File: config.mk
export PLATFORM = sky130hd
export DESIGN_NAME = updown_sweep_ctrl
export DESIGN_NICKNAME = d
export VERILOG_FILES = /design/src/rtl/updown_sweep_ctrl.sv
export SDC_FILE = /design/constraint.sdc
export NUM_CORES = 1
export LEC_CHECK = 0
export CORE_MARGIN = 4
export CORE_UTILIZATION = 53
export DETAILED_ROUTE_END_ITERATION = 6
export GPL_ROUTABILITY_DRIVEN = 0
export GPL_TIMING_DRIVEN = 0
export PLACE_DENSITY = 0.77
export SETUP_SLACK_MARGIN = 0.5
export SYNTH_ARGS = -nofsm -noshare
export SYNTH_HDL_FRONTEND = slang
export SYNTH_SLANG_ARGS = --single-unit
File: constraint.sdc
create_clock -name in_Clk -period 4.3 [get_ports in_Clk]
set_clock_uncertainty 0.05 [all_clocks]
set_input_delay 0.86 -clock in_Clk [delete_from_list [all_inputs] [get_ports in_Clk]]
set_output_delay 0.86 -clock in_Clk [all_outputs]
set_load 0.1 [all_outputs]
File: src/rtl/updown_sweep_ctrl.sv
// ============================================================================
//  Module   : updown_sweep_ctrl
//  Brief    : Triangular sweep sequencer for an 8-bit up/down counter.
//             Generates direction and step strobes between programmable
//             low/high limits with step prescaler, end-point dwell, cycle
//             count, start/abort control and done/error status.
//             Optional macro SWEEP_PAUSE_EN adds an in_Pause freeze input.
//  Revision : 1.0 - initial release
// ============================================================================
`default_nettype none

module updown_sweep_ctrl #(
  parameter int WIDTH   = 8,
  parameter int DIV_W   = 8,
  parameter int DWELL_W = 8,
  parameter int CYC_W   = 4
) (
  input  logic               in_Clk,
  input  logic               in_Reset,
  input  logic               in_Start,
  input  logic               in_Abort,
  input  logic [WIDTH-1:0]   in_LowLimit,
  input  logic [WIDTH-1:0]   in_HighLimit,
  input  logic [DIV_W-1:0]   in_StepDiv,
  input  logic [DWELL_W-1:0] in_Dwell,
  input  logic [CYC_W-1:0]   in_Cycles,
`ifdef SWEEP_PAUSE_EN
  input  logic               in_Pause,
`endif
  output logic [WIDTH-1:0]   out_Count,
  output logic               out_UporDown,
  output logic               out_Step,
  output logic               out_Busy,
  output logic               out_Done,
  output logic               out_Err
);

  typedef enum logic [2:0] {
    S_IDLE     = 3'd0,
    S_UP       = 3'd1,
    S_DWELL_HI = 3'd2,
    S_DOWN     = 3'd3,
    S_DWELL_LO = 3'd4
  } state_t;

  state_t state, state_next;

  // Configuration captured at start; inputs are ignored while busy
  logic [WIDTH-1:0]   low_cfg, high_cfg;
  logic [DIV_W-1:0]   div_cfg;
  logic [DWELL_W-1:0] dwell_cfg;
  logic [CYC_W-1:0]   cycles_cfg;

  logic [DIV_W-1:0]   presc;
  logic [DWELL_W-1:0] dwell_cnt;
  logic [CYC_W-1:0]   cyc_cnt;
  logic [WIDTH-1:0]   count;
  logic               updown;
  logic               done;
  logic               err;

  logic               busy;
  logic               pause;
  logic               tick;
  logic               run_state;
  logic               dwell_state;
  logic               dwell_last;
  logic [WIDTH-1:0]   count_inc;
  logic [WIDTH-1:0]   count_dec;
  logic [CYC_W-1:0]   cyc_new;
  logic               step;
  logic               load_cfg;
  logic               err_set;
  logic               done_set;
  logic               cyc_inc;

  assign busy = (state != S_IDLE);

`ifdef SWEEP_PAUSE_EN
  // Pause only matters while a sweep is running
  assign pause = in_Pause & busy;
`else
  assign pause = 1'b0;
`endif

  assign tick        = (presc == div_cfg);
  assign run_state   = (state == S_UP) || (state == S_DOWN);
  assign dwell_state = (state == S_DWELL_HI) || (state == S_DWELL_LO);
  assign dwell_last  = (dwell_cnt == (dwell_cfg - DWELL_W'(1)));
  assign count_inc   = count + WIDTH'(1);
  assign count_dec   = count - WIDTH'(1);
  assign cyc_new     = cyc_cnt + CYC_W'(1);

  // State register
  always_ff @(posedge in_Clk) begin
    if (in_Reset) begin
      state <= S_IDLE;
    end else begin
      state <= state_next;
    end
  end

  // Next-state and step/status decode; abort beats pause beats normal flow
  always_comb begin
    state_next = state;
    step       = 1'b0;
    load_cfg   = 1'b0;
    err_set    = 1'b0;
    done_set   = 1'b0;
    cyc_inc    = 1'b0;
    if (busy && in_Abort) begin
      state_next = S_IDLE;
    end else if (pause) begin
      state_next = state;
    end else begin
      case (state)
        S_IDLE: begin
          if (in_Start && !in_Abort) begin
            if (in_LowLimit < in_HighLimit) begin
              load_cfg   = 1'b1;
              state_next = S_UP;
            end else begin
              err_set = 1'b1;
            end
          end
        end
        S_UP: begin
          if (tick) begin
            step = 1'b1;
            if (count_inc == high_cfg) begin
              if (dwell_cfg == '0) state_next = S_DOWN;
              else                 state_next = S_DWELL_HI;
            end
          end
        end
        S_DWELL_HI: begin
          if (dwell_last) state_next = S_DOWN;
        end
        S_DOWN: begin
          if (tick) begin
            step = 1'b1;
            if (count_dec == low_cfg) begin
              cyc_inc = 1'b1;
              if ((cycles_cfg != '0) && (cyc_new == cycles_cfg)) begin
                state_next = S_IDLE;
                done_set   = 1'b1;
              end else if (dwell_cfg == '0) begin
                state_next = S_UP;
              end else begin
                state_next = S_DWELL_LO;
              end
            end
          end
        end
        S_DWELL_LO: begin
          if (dwell_last) state_next = S_UP;
        end
        default: state_next = S_IDLE;
      endcase
    end
  end

  // Datapath: config capture, count, counters, direction and status pulses
  always_ff @(posedge in_Clk) begin
    if (in_Reset) begin
      low_cfg    <= '0;
      high_cfg   <= '0;
      div_cfg    <= '0;
      dwell_cfg  <= '0;
      cycles_cfg <= '0;
      presc      <= '0;
      dwell_cnt  <= '0;
      cyc_cnt    <= '0;
      count      <= '0;
      updown     <= 1'b1;
      done       <= 1'b0;
      err        <= 1'b0;
    end else begin
      done <= done_set;
      err  <= err_set;

      if (load_cfg) begin
        low_cfg    <= in_LowLimit;
        high_cfg   <= in_HighLimit;
        div_cfg    <= in_StepDiv;
        dwell_cfg  <= in_Dwell;
        cycles_cfg <= in_Cycles;
        count      <= in_LowLimit;
        cyc_cnt    <= '0;
      end else begin
        if (step && (state == S_UP))   count <= count_inc;
        if (step && (state == S_DOWN)) count <= count_dec;
        if (cyc_inc)                   cyc_cnt <= cyc_new;
      end

      // Direction follows the run state being entered; held in IDLE
      if (state_next == S_UP)        updown <= 1'b1;
      else if (state_next == S_DOWN) updown <= 1'b0;

      // Prescaler restarts on every state change so each run starts in phase
      if (state_next != state)       presc <= '0;
      else if (run_state && !pause)  presc <= tick ? '0 : presc + DIV_W'(1);

      if (state_next != state)        dwell_cnt <= '0;
      else if (dwell_state && !pause) dwell_cnt <= dwell_cnt + DWELL_W'(1);
    end
  end

  assign out_Count    = count;
  assign out_UporDown = updown;
  assign out_Step     = step;
  assign out_Busy     = busy;
  assign out_Done     = done;
  assign out_Err      = err;

endmodule

`default_nettype wire
==> impl_metrics.csv <==
group,metric,value,unit
power,power_switching,0.5494,mW
detailed_routing,wirelength,10770,um
run_status,status,"complete, no violations",
finish,drive_above_1_share,0.09444,
synth,syn_inst,525,
placed_design,dp_hpwl,7990,um
detailed_routing,drc,0,
synth,synthFlopType,"dfxtp_1",
power,power.share.switching,0.3233,
critical_path,rrSetupSlack,1.08,ns
sta,setup_tns,0,ns
finish,fin_nets,641,
power,internal_power,1.150,mW
power,p_per_area,334.3,nW/um^2
clocking,cts_hold_buf,0,
floorplanning,die_w,97.14,um
global_routing,grt_pass1_wl,18260,um
clocking,cts_made_buffers,9,
sta,setup_slack,0.7015,ns
critical_path,rr_endpoint,"presc[3]",
critical_path,worstPathArrival,3.82,ns
clocking,postCtsSetupRepairBufs,0,
synth,synth.avg_cell_area,8.022,um^2
clocking,htreeDepth,3,
synth,synthXorXnorAreaFrac,0.1289,
synth,async_flop_share,0,
synth,ys_seq_area_frac,0.3327,
clocking,clock_latency,0.36,ns
flow_run,max_cap_violations,0,
synth,synth_top_area_share,0.3327,
power,p_comb_frac,0.250,
min_path,hold_path.class,"reg2reg",
sta,rsz0062_at_grt,"no",
detailed_routing,ant_nets,0,
critical_path,crit_required,4.53,ns
detailed_routing,via_count,3926,
power,seqPwrFrac,0.412,
floorplanning,io_pins,53,
min_path,hold_start,"div_cfg[6]",
detailed_routing,drt_iter0_drc,219,
sta,fin_crit_sh,0.8369,
synth,ys.warnings.count,0,
synth,synth-edff-count,0,
floorplanning,initial_utilization,0.5450,
synth,synth.area.mux_share,0.01456,
power,vdd_ir_drop_max,179.6,uV
synth,synth_top_family_by_area,"simple AND/OR/NAND/NOR gates",
global_routing,grt_max_degree,13,
global_routing,grt_overflow,0,
finish,diodes,0,
sta,final.min_clock_period,3.599,ns
clocking,clock-root-buffer,"clkbuf_8",
synth,syn_nets,578,
sta,hold_violations,0,
sta,drv_slew,0,
placed_design,dpl.cell_count,679,
global_routing,grt_pass1_vias,3812,
synth,synth_compound_area_frac,0.1682,
floorplanning,die_area,9436,um^2
min_path,hold_depth,2,
critical_path,rr_worst_depth,11,
power,finalPower,1.699,mW
sta,relSlewSlack,0.3437,
floorplanning,rows,32,
synth,synth_seq_cells,70,
synth,synth_area,4212,um^2
floorplanning,core,7727,um^2
synth,ys_types,74,
clocking,clk_path_buf_depth,2,
sta,hold_slack,0.4229,ns
detailed_routing,viasPerCell,5.649,
critical_path,cp_max_fo,10,
sta,setup_violations,0,
synth,synthAdderAreaFrac,0.03862,
placed_design,pre_cts_ws,0.1768,ns
finish,syn_to_final_growth,20.71,%
sta,clock.fmax,277.9,MHz
critical_path,r2r-start,"out_Count[1]",
finish,instances_no_fill,695,
critical_path,start_kind,"input pin",
clocking,clk_pin_slew,0.08,ns
sta,worst_pin_slew,0.9814,ns
synth,ys_top_cells_by_area,"dfxtp_1 33%, nand2_1 8.9%, xor2_1 7.5%, xnor2_1 5.4%, a21oi_1 4.9%",
synth,synth.largest_area_cell,"dfxtp_1",
critical_path,path_class,"in2reg",
placed_design,portBuffers,52,
power,p_leak,2.015,nW
synth,yosys.area_share.simple,0.2665,
finish,fill_cells,684,
floorplanning,chipHeight,97.14,um
detailed_routing,post_drt_wl_per_cell,15.49,um
clocking,cts_tree,"done",
critical_path,worstSetupEndpointType,"flop",
detailed_routing,dr.pass1.iters,5,
global_routing,antenna_found_initial,0,
clocking,clock-sinks,70,
min_path,holdPathEnd,"div_cfg[6]",
power,clkPwrFrac,0.338,
global_routing,grt.total_usage,0.2326,
kinds of logic (layout without fill, tap and decap cells):
| kind of cell | Yosys count | count (layout) |
|---|---|---|
| simple gates | 230 | 230 |
| compound gates | 98 | 98 |
| flops | 70 | 70 |
| xor+xnor | 62 | 62 |
| buf+inv | 46 | 114 |
| fa+ha+maj | 13 | 13 |
| mux | 6 | 6 |
flip-flops by register name, summed over array words and instances, names as in the netlist:
signal / cells
state: 3
out_UporDown: 1
dwell_cnt: 8
dwell_cfg: 8
cycles_cfg: 4
cyc_cnt: 4
high_cfg: 8
out_Count: 8
presc: 8
out_Err: 1
div_cfg: 8
out_Done: 1
low_cfg: 8
cells in the mapped netlist, types with 3 or more instances:
cell type / n
a21o_1: 3
nor4_1: 7
a21oi_1: 41
a211oi_1: 6
inv_1: 16
nor2b_1: 3
xor2_1: 36
nand4_1: 10
buf_2: 11
dfxtp_1: 70
o21ai_0: 7
clkbuf_1: 12
nand2b_1: 4
a21oi_2: 3
nor2_1: 38
buf_4: 5
ha_1: 13
and4_1: 4
xnor2_1: 26
o211ai_1: 6
nand3b_1: 3
nor3_1: 15
and2_1: 4
nand3_1: 21
mux2i_1: 5
nand2_1: 100
per-stage QoR:
step	area, um^2	util
3_5_place_dp	4860	0.6289
5_1_grt	5084	0.6579
3_3_place_gp	4860	0.6289
6_report	5084	0.6579
2_1_floorplan	4212	-
4_1_cts	5076	0.6569
placed cells by master, fill, tap and decap left out, types with 2 or more instances in the layout:
cell type	instances
a211oi_1	6
nor2_1	38
nand3b_1	3
nor3b_1	2
nand4_1	10
nor4_1	7
a21oi_2	2
or4_1	2
inv_1	16
nand3_1	21
a21oi_4	2
and2_1	4
nand2_1	100
and3_1	2
a211o_1	2
clkbuf_8	12
nor3_1	15
dfxtp_1	70
a21oi_1	41
clkbuf_1	12
buf_4	6
o21ai_1	2
xnor2_1	26
clkdlybuf4s50_1	51
ha_1	13
buf_2	11
nor4b_1	2
nand2b_1	4
mux2i_1	5
xor2_1	36
o21ai_0	7
a21o_1	3
o21a_1	2
and4_1	4
or4_4	2
clkinvlp_4	2
nor2b_1	3
o211ai_1	6
layout make-up:
type                       count  area [um^2]  share of cell area
multi-input combinational    409         2605              0.5124
timing repair buffer          52        518.0              0.1019
inverter                      16        60.06             0.01181
clock buffer                  12        165.2             0.03249
sequential                    70         1401              0.2757
buffer                        30        152.6             0.03003
clock inverter                 4        53.80             0.01058
tap                          102        127.6             0.02510
what timing repair did:
action / in CTS / in global routing
hold endpoints to repair: 0 / 0
resized for setup: 6 / 1
setup endpoints to repair: 1 / 1
worst max-delay path, stage by stage:
cell             delay, ns
clkdlybuf4s50_1       0.49
inv_1                 0.05
ha_1                  0.28
and3_1                0.18
nand3_1               0.13
o211ai_1              0.54
clkbuf_1              0.51
clkbuf_1              0.51
nand2_1               0.12
a21oi_1               0.15
power groups by stage:
stage / logic (mW) / clock network (mW) / registers, mW
final: 0.425 / 0.575 / 0.700
after global placement: 0.411 / 0 / 0.713
after floorplan: 0.245 / 0 / 0.763
after CTS: 0.422 / 0.576 / 0.699
after global routing: 0.458 / 0.609 / 0.703
after detailed placement: 0.419 / 0 / 0.714
per-layer routing:
metal / vias up / track usage / share of wire
li1: 1949 / - / -
met3: 13 / 0.03661 / 0.065
met2: 140 / 0.3827 / 0.46
met1: 1824 / 0.3157 / 0.46
met5: - / 0 / 0
met4: 0 / 0.06587 / 0.013
how the worst max path moves through the flow:
stage / slack, ns / cells past startpoint / startpoint / to
6_report: 0.70 / 10 / in_HighLimit[6] / cycles_cfg[3]
2_1_floorplan: 0.84 / 12 / out_Count[0] / out_UporDown
3_5_place_dp: 0.18 / 6 / presc[6] / out_Step
5_1_grt: 0.52 / 10 / in_HighLimit[5] / high_cfg[6]
3_3_place_gp: 0.17 / 6 / presc[6] / out_Step
4_1_cts: 0.63 / 6 / presc[6] / out_Step
Power figures use the tool's default switching activity.
